`src/rtl/pwm_sample_feeder.sv`:
```
// Sample FIFO feeding a PWM duty register: volume-scales each sample about midscale
// and issues one duty update per SAMPLE_PERIOD clocks, holding the last value on underflow.
module pwm_sample_feeder #(
  parameter int DEPTH         = 16,
  parameter int SAMPLE_PERIOD = 2083
) (
  input  logic                     clk_in,
  input  logic                     rst_n_in,
  input  logic [7:0]               sample_in,
  input  logic                     sample_valid_in,
  output logic                     sample_ready_out,
  input  logic [3:0]               vol_in,
  output logic [7:0]               dc_out,
  output logic                     tick_out,
  output logic                     underflow_out,
  output logic [$clog2(DEPTH):0]   count_out
);

  localparam int DATA_W = 8;
  localparam int PTR_W  = $clog2(DEPTH);
  localparam int CNT_W  = PTR_W + 1;
  localparam int PCNT_W = $clog2(SAMPLE_PERIOD);

  // Gain is (vol+1)/16 applied to the signed offset from midscale; the floor shift
  // keeps the result inside [0,255] for every sample/volume pair.
  function automatic logic [DATA_W-1:0] scale_sample(input logic [DATA_W-1:0] smp,
                                                     input logic [3:0]        vol);
    logic signed [8:0]  s;
    logic signed [5:0]  g;
    logic signed [12:0] p;
    logic signed [12:0] sh;
    s  = $signed({1'b0, smp}) - 9'sd128;
    g  = $signed({2'b00, vol}) + 6'sd1;
    p  = 13'(s) * 13'(g);
    sh = p >>> 4;
    return DATA_W'(sh + 13'sd128);
  endfunction

  logic [DATA_W-1:0] mem_q [DEPTH];
  logic [PTR_W-1:0]  wr_ptr_q, wr_ptr_d;
  logic [PTR_W-1:0]  rd_ptr_q, rd_ptr_d;
  logic [CNT_W-1:0]  count_q, count_d;
  logic [PCNT_W-1:0] pcnt_q, pcnt_d;
  logic [DATA_W-1:0] dc_q, dc_d;
  logic              tick_q, tick_d;
  logic              uf_q, uf_d;

  logic full;
  logic tick_cyc;
  logic push;
  logic pop;

  always_comb begin
    full     = (count_q == CNT_W'(DEPTH));
    tick_cyc = (pcnt_q == PCNT_W'(SAMPLE_PERIOD - 1));
    push     = sample_valid_in && !full;
    // Pop sees only the registered occupancy, so a same-cycle push cannot bypass.
    pop      = tick_cyc && (count_q != '0);

    pcnt_d   = tick_cyc ? '0 : pcnt_q + PCNT_W'(1);
    wr_ptr_d = push ? wr_ptr_q + PTR_W'(1) : wr_ptr_q;
    rd_ptr_d = pop  ? rd_ptr_q + PTR_W'(1) : rd_ptr_q;

    count_d = count_q;
    if (push && !pop) begin
      count_d = count_q + CNT_W'(1);
    end else if (pop && !push) begin
      count_d = count_q - CNT_W'(1);
    end

    dc_d   = pop ? scale_sample(mem_q[rd_ptr_q], vol_in) : dc_q;
    tick_d = pop;
    uf_d   = tick_cyc && !pop;
  end

  always_ff @(posedge clk_in or negedge rst_n_in) begin
    if (!rst_n_in) begin
      wr_ptr_q <= '0;
      rd_ptr_q <= '0;
      count_q  <= '0;
      pcnt_q   <= '0;
      dc_q     <= DATA_W'(128);
      tick_q   <= 1'b0;
      uf_q     <= 1'b0;
    end else begin
      wr_ptr_q <= wr_ptr_d;
      rd_ptr_q <= rd_ptr_d;
      count_q  <= count_d;
      pcnt_q   <= pcnt_d;
      dc_q     <= dc_d;
      tick_q   <= tick_d;
      uf_q     <= uf_d;
    end
  end

  // Storage is data-only; occupancy and pointers decide what is valid.
  always_ff @(posedge clk_in) begin
    if (push) begin
      mem_q[wr_ptr_q] <= sample_in;
    end
  end

  assign sample_ready_out = !full;
  assign dc_out           = dc_q;
  assign tick_out         = tick_q;
  assign underflow_out    = uf_q;
  assign count_out        = count_q;

endmodule

```
`config.mk`:
```
export PLATFORM = sky130hd
export DESIGN_NAME = pwm_sample_feeder
export DESIGN_NICKNAME = d
export VERILOG_FILES = /design/src/rtl/pwm_sample_feeder.sv
export SDC_FILE = /design/constraint.sdc
export NUM_CORES = 1
export LEC_CHECK = 0
export CORE_UTILIZATION = 36
export CTS_BUF_LIST = sky130_fd_sc_hd__clkbuf_8
export DETAILED_ROUTE_END_ITERATION = 8
export GPL_TIMING_DRIVEN = 0
export HOLD_SLACK_MARGIN = 0.03
export PLACE_DENSITY = 0.63
export RECOVER_POWER = 50
export SYNTH_ARGS = -nofsm -noshare
export SYNTH_HDL_FRONTEND = slang
export SYNTH_SLANG_ARGS = --single-unit
```
`constraint.sdc`:
```
create_clock -name clk_in -period 5.3 [get_ports clk_in]
set_clock_uncertainty 0.2 [all_clocks]
set_input_delay 1.59 -clock clk_in [delete_from_list [all_inputs] [get_ports clk_in]]
set_output_delay 1.59 -clock clk_in [all_outputs]
set_load 0.01 [all_outputs]
```
==> metrics.txt, run 1 <==
status finished with violations; failing checks capacitance limit, slew limit; core area 21200 um^2; Lkg Pwr 3.43 nW; CP bufs+invs 3; Worst setup startpoint vol_in[3]; Worst Path Required 5420 ps; Reg clk slew, reported paths 90 ps; critical path class input pin to flop; VDD IR max 190 uV; Clk pwr share 30.9%; number of buffers added on ports 30; GRT Total Usage 15.5%; # setup viols final 0; cell count after synthesis 509; Final nets 642; Num CTS Buffers 17; initial core utilization 37.0%; mapped cell area 7830 um^2; CP Data Arrival Time 5260 ps; sequential area share after synthesis 60.3%; #FFs+latches synth 163; Ys Warns 0; kind of start point of the critical path input pin; CP max-delay cell clkdlybuf4s50_1; Slew Viols, Final 36; Max Freq 195 MHz; DRT Pass-1 Iters 4; crit-path cells clkdlybuf4s50_1 -> and3_1 -> and2_1 -> ha_1 -> inv_1 -> fa_1 -> fa_1 -> inv_1 -> ha_2 -> a21o_1 -> a21oi_1 -> o22ai_2 -> o311ai_2 -> o211ai_1; die area 22400 um^2; CP Max Fanout 7; Synthesized Nets 576; Max-slew headroom -31.4%; vias in the first global route 4549; P_int 2.48 mW; Die Wd 150 um; ANT nets after route 0; utilization after layout 44.1%; pwr dens 381 nW/um^2; Worst Tran Pin Value 1970 ps; Reg power frac 44.4%; Worst Reg-to-Reg Cells 16; first-pass GRT wire length 25300 um; FF-to-FF Start rd_ptr_q[1]; Tot Pwr 3.55 mW; worst min path class flop to flop; combinational power share 24.7%; antenna fix cells 0; Clock Sinks 163; crit-path leading delay family adder cells; r2r endpoint dc_out[6]; Area Overhead vs Synth 19.1%; antenna violations before repair 0; Crit. End Element flop; Post-Route WL 15900 um; DR vias/cell 5.02; Ports 31; CTS max path bufs 2; CP max stage delay 550 ps; Async SR Flop Fraction 21.5%; worst skew pair latency 440 ps; final hold violations 0; net switching power figure 1.07 mW; Critical Path Sink dc_out[6]; Final HPWL DP 10900 um; clock root buffer clkbuf_8; DRC errors left 0; pin count of the biggest net entering global routing 36; Tmin final 5140 ps; H-tree depth 4; critical path depth 14; CTS tree built; Placer Congestion 0.790; vias 4332; DRT iter0 DRCs 241; Cell variety after synth 46; Post-synth EDFFs 128; Sw Share 30.2%; Post-Syn Area per Cell 15.4 um^2; filler instances 1815; share of cells above drive strength 1 21.6%; Period Utilization, post-route 97.0%; RSZ-0062 raised after global routing false; R2R setup slack 180 ps; std cell rows 53; post-DR wirelength/cell 18.4 um; Max-Cap Viols 1; Die Ht 150 um; Main synth FF type edfxtp_1; grt ovf 0
==> Yosys cell counts, types with 4 or more instances <==
master / n / area, um^2
edfxtp_1: 128 / 3840
buf_1: 4 / 15.0
o21ai_0: 7 / 35.0
and2_1: 14 / 87.6
ha_1: 29 / 363
buf_2: 5 / 25.0
dfrtp_1: 34 / 851
nand2_1: 39 / 146
and3_1: 8 / 50.1
clkbuf_1: 6 / 22.5
a21o_1: 5 / 37.5
xor2_1: 10 / 87.6
nor2b_1: 12 / 75.1
fa_1: 23 / 460
nor2_1: 26 / 97.6
a21oi_1: 6 / 30.0
nand3_1: 7 / 35.0
xnor2_1: 23 / 201
inv_1: 39 / 146
mux4_2: 39 / 878
nand2b_1: 6 / 37.5
nor3_1: 7 / 35.0
==> tightest hold or removal path, stage by stage (launching register included) <==
cell	delay [ps]
dfstp_2	380
nand2_1	50
o21ai_1	50
==> through the flow <==
step	TNS, ps	hold WS (ps)	worst slack (ps)	cell area (um^2)	cells
after floorplan	0	261	10.1	7860	509
after global routing	0	297	2.25	9330	863
after detailed placement	-5980	268	-1130	8560	818
after CTS	0	284	2.58	9230	859
final	0	276	159	9330	863
after global placement	-5400	255	-1060	8500	814
==> logic make-up after synthesis <==
| kind of cell | count (synthesis) | synth area share, % |
|---|---|---|
| xor+xnor | 33 | 3.69 |
| compound gates | 31 | 2.49 |
| simple gates | 131 | 8.43 |
| mux | 43 | 11.7 |
| fa+ha+maj | 52 | 10.5 |
| flops | 163 | 60.3 |
| buf+inv | 56 | 2.86 |
==> cells in the final DEF, fill, tap and decap left out, drive strengths merged, types with 18 or more instances in the layout <==
cell	instances
dfrtp	34
nor2	26
fa	23
inv	46
clkbuf	26
mux4	39
buf	27
ha	29
clkdlybuf4s50	18
xnor2	23
edfxtp	128
nand2	39
==> layer usage <==
layer  share of wire (%)  global-route usage [%]  vias up
li1                    -                       -     1992
met3                 3.7                    2.93       27
met2                  52                    26.8       82
met4                 2.1                    5.46        0
met5                   0                       0        -
met1                  42                    19.4     2231
==> timing repair <==
item | 4_1_cts | 5_1_grt
buffers inserted | 9 | 3
gates resized for setup | 31 | 19
cloned | 0 | 1
endpoints found under the setup margin | 6 | 4
pin swaps | 1 | 6
hold buffers | 0 | 0
==> layout make-up <==
type                            count  area [um^2]  share of cell area [%]
Multi-Input combinational cell    290         3030                    32.4
Tap cell                          275          344                    3.69
Clock inverter                     15          267                    2.86
Inverter                           40          150                    1.61
Buffer                             16          143                    1.53
Sequential cell                   163         4720                    50.6
Timing Repair Buffer               47          443                    4.75
Clock buffer                       17          234                    2.51
==> power groups by stage <==
| stage | Clock [mW] | Combinational [mW] | Sequential [mW] |
|---|---|---|---|
| 2_1_floorplan | 0 | 0.577 | 1.60 |
| 4_1_cts | 1.12 | 0.866 | 1.58 |
| 3_3_place_gp | 0 | 0.795 | 1.60 |
| 5_1_grt | 1.17 | 0.980 | 1.59 |
| 6_report | 1.10 | 0.877 | 1.57 |
| 3_5_place_dp | 0 | 0.847 | 1.60 |
==> state kept, by name, summed over array words and instances, names as in the netlist <==
register and cells:
tick_out 1, mem_q 128, underflow_out 1, pcnt_q 12, dc_out 8, count_out 5, rd_ptr_q 4, wr_ptr_q 4
==> worst min-delay path by stage <==
stage	start	endpoint	slack [ps]	depth (start not counted)
4_1_cts	dc_out[7]	dc_out[7]	280	2
5_1_grt	dc_out[7]	dc_out[7]	300	2
3_3_place_gp	dc_out[7]	dc_out[7]	250	2
3_5_place_dp	dc_out[0]	dc_out[0]	270	2
2_1_floorplan	pcnt_q[8]	pcnt_q[8]	260	1
6_report	dc_out[7]	dc_out[7]	280	2
No activity file was read; power rests on OpenSTA's default activity.
==> inputs of run 2 (changes only) <==
- ABC_CLOCK_PERIOD_IN_PS: default -> 5300
==> results of run 2 <==
No change in the layout: final DEF, timing and power equal those of run 1.
==> inputs of run 3 (changes only) <==
- ABC_CLOCK_PERIOD_IN_PS: 5300 -> 5100
- CTS_CLUSTER_SIZE: default -> 20
- PLACE_DENSITY: 0.63 -> 0.61
- clock period: 5.3 -> 5.1 ns (I/O delays scaled with it)
==> run 3 against run 2 <==
Net effect:
- the flow finishes with violations (capacitance limit, slew limit, setup timing)
- cell count up 1.2%
- combinational power up 14%
- die area unchanged
- register-to-register slack worse by 190 ps
- cell area is 1.5% higher
- clock power down 4%
- critical path type is now flop to flop
- critical endpoint is now dc_out[7]
- highest routed layer unchanged
==> metrics.txt, run 3 (same netlist as run 1, synthesis figures left out) <==
status finished with violations; failing checks capacitance limit, slew limit, setup timing; Reg clk slew, reported paths 80 ps; GRT Total Usage 15.3%; Worst Tran Pin Value 1940 ps; RSZ-0062 raised after global routing true; Area Overhead vs Synth 20.9%; post-DR wirelength/cell 18.5 um; std cell rows 53; vias 4391; hold_ws 272 ps; utilization after layout 44.8%; critical path class flop to flop; Die Ht 150 um; Period Utilization, post-route 100%; Max Freq 196 MHz; final hold violations 0; antenna fix cells 0; DR vias/cell 5.03; Clk pwr share 28.6%; Max-Cap Viols 1; vias in the first global route 4639; Ports 31; Worst Path Required 5250 ps; VDD IR max 158 uV; pin count of the biggest net entering global routing 36; Post-Route WL 16200 um; Placed Cells incl. Taps 818; DRT Pass-1 Iters 4; kind of start point of the critical path flop; net switching power figure 1.12 mW; Final Worst Setup Slack -11.8 ps; DRC errors left 0; CTS tree built; share of cells above drive strength 1 25.1%; Die Wd 150 um; die area 22400 um^2; antenna violations before repair 0; Max-slew headroom -29.6%; Slew Viols, Final 36; Placer Congestion 0.776; worst skew pair latency 440 ps; DRT iter0 DRCs 195; Tmin final 5110 ps; Final nets 652; Num CTS Buffers 17; worst min path class flop to flop; initial core utilization 37.0%; CP Max Fanout 6; # setup viols final 1; CTS max path bufs 2; commonest cells after routing, fill and taps aside 128 x edfxtp_1, 39 x mux4_2, 39 x nand2_1; Largest register FFs 128; Sw Share 30.4%; Crit. End Element flop; filler instances 1837; Clock Sinks 163; Reg power frac 44.4%; Top reg by flops mem_q; CP Data Arrival Time 5260 ps; number of buffers added on ports 30; P_int 2.57 mW; Final Non-Filler Cells 873; clock root buffer clkbuf_8; first-pass GRT wire length 25100 um; grt ovf 0; combinational power share 27.0%; H-tree depth 4; ANT nets after route 0; leading cell type in the layout, fill and taps excluded edfxtp_1; Final HPWL DP 10900 um; Lkg Pwr 3.48 nW; pwr dens 390 nW/um^2; core area 21200 um^2
[run 3: cell type report]
class	count	area [um^2]	area share, %
plain buffers	15	134	1.41
inverters	40	150	1.59
clock inverters	15	216	2.29
well taps	275	344	3.63
repair buffers	58	571	6.03
clock buffers	17	234	2.47
flip-flops and latches	163	4720	49.9
multi-input cells	290	3100	32.7
[run 3: layer usage]
layer | track usage, % | vias up | wire length (um)
met3 | 3.51 | 24 | 705
met2 | 27.0 | 102 | 8360
li1 | - | 2006 | -
met4 | 5.61 | 0 | 357
met1 | 18.2 | 2259 | 6760
met5 | 0 | - | 0
[run 3: critical path: stages (launching register included)]
cell and delay (ps):
dfrtp_1 410, buf_12 160, buf_12 130, mux4_2 500, mux4_2 580, and2_4 200, fa_1 440, ha_1 310
ha_1 290, nor4bb_2 190, and3_1 180, fa_2 400, a21o_1 200, a21oi_2 180, o21ai_2 90, o41ai_2 230
xnor2_1 210, o21ai_1 100
[run 3: path summary, 6_finish.rpt]
check,end,startpoint,slack [ps],depth (start not counted)
worst max-delay path,dc_out[7],rd_ptr_q[0],-10,17
worst min-delay path,dc_out[7],dc_out[7],270,2
worst max register to register,dc_out[7],rd_ptr_q[0],-10,17
worst min register to register,dc_out[7],dc_out[7],270,2
max in group asynchronous,rd_ptr_q[1],rst_n_in,2020,1
min in group asynchronous,wr_ptr_q[3],rst_n_in,1420,1
[run 3: metrics by stage]
step,TNS (ps),total power [mW],setup WS [ps],instance area [um^2]
floorplan,0,2.29,1.17,7920
global placement,-5810,2.53,-1050,8570
detailed placement,-6730,2.59,-1160,8630
CTS,0,3.69,2.72,9350
global route,-336,3.88,-129,9470
finish,-11.8,3.69,-11.8,9470
[run 3: what timing repair did]
item	in CTS	in global routing
resized for setup	38	18
endpoints found under the setup margin	8	4
pin swaps	11	11
hold buffers	0	0
buffers inserted	19	3
gates cloned	1	1
[run 3: power groups by stage]
| stage | Sequential [mW] | Combinational, mW | Clock, mW |
|---|---|---|---|
| global route | 1.65 | 1.10 | 1.12 |
| detailed placement | 1.67 | 0.924 | 0 |
| CTS | 1.64 | 0.976 | 1.08 |
| global placement | 1.66 | 0.867 | 0 |
| finish | 1.64 | 0.998 | 1.06 |
| floorplan | 1.66 | 0.632 | 0 |
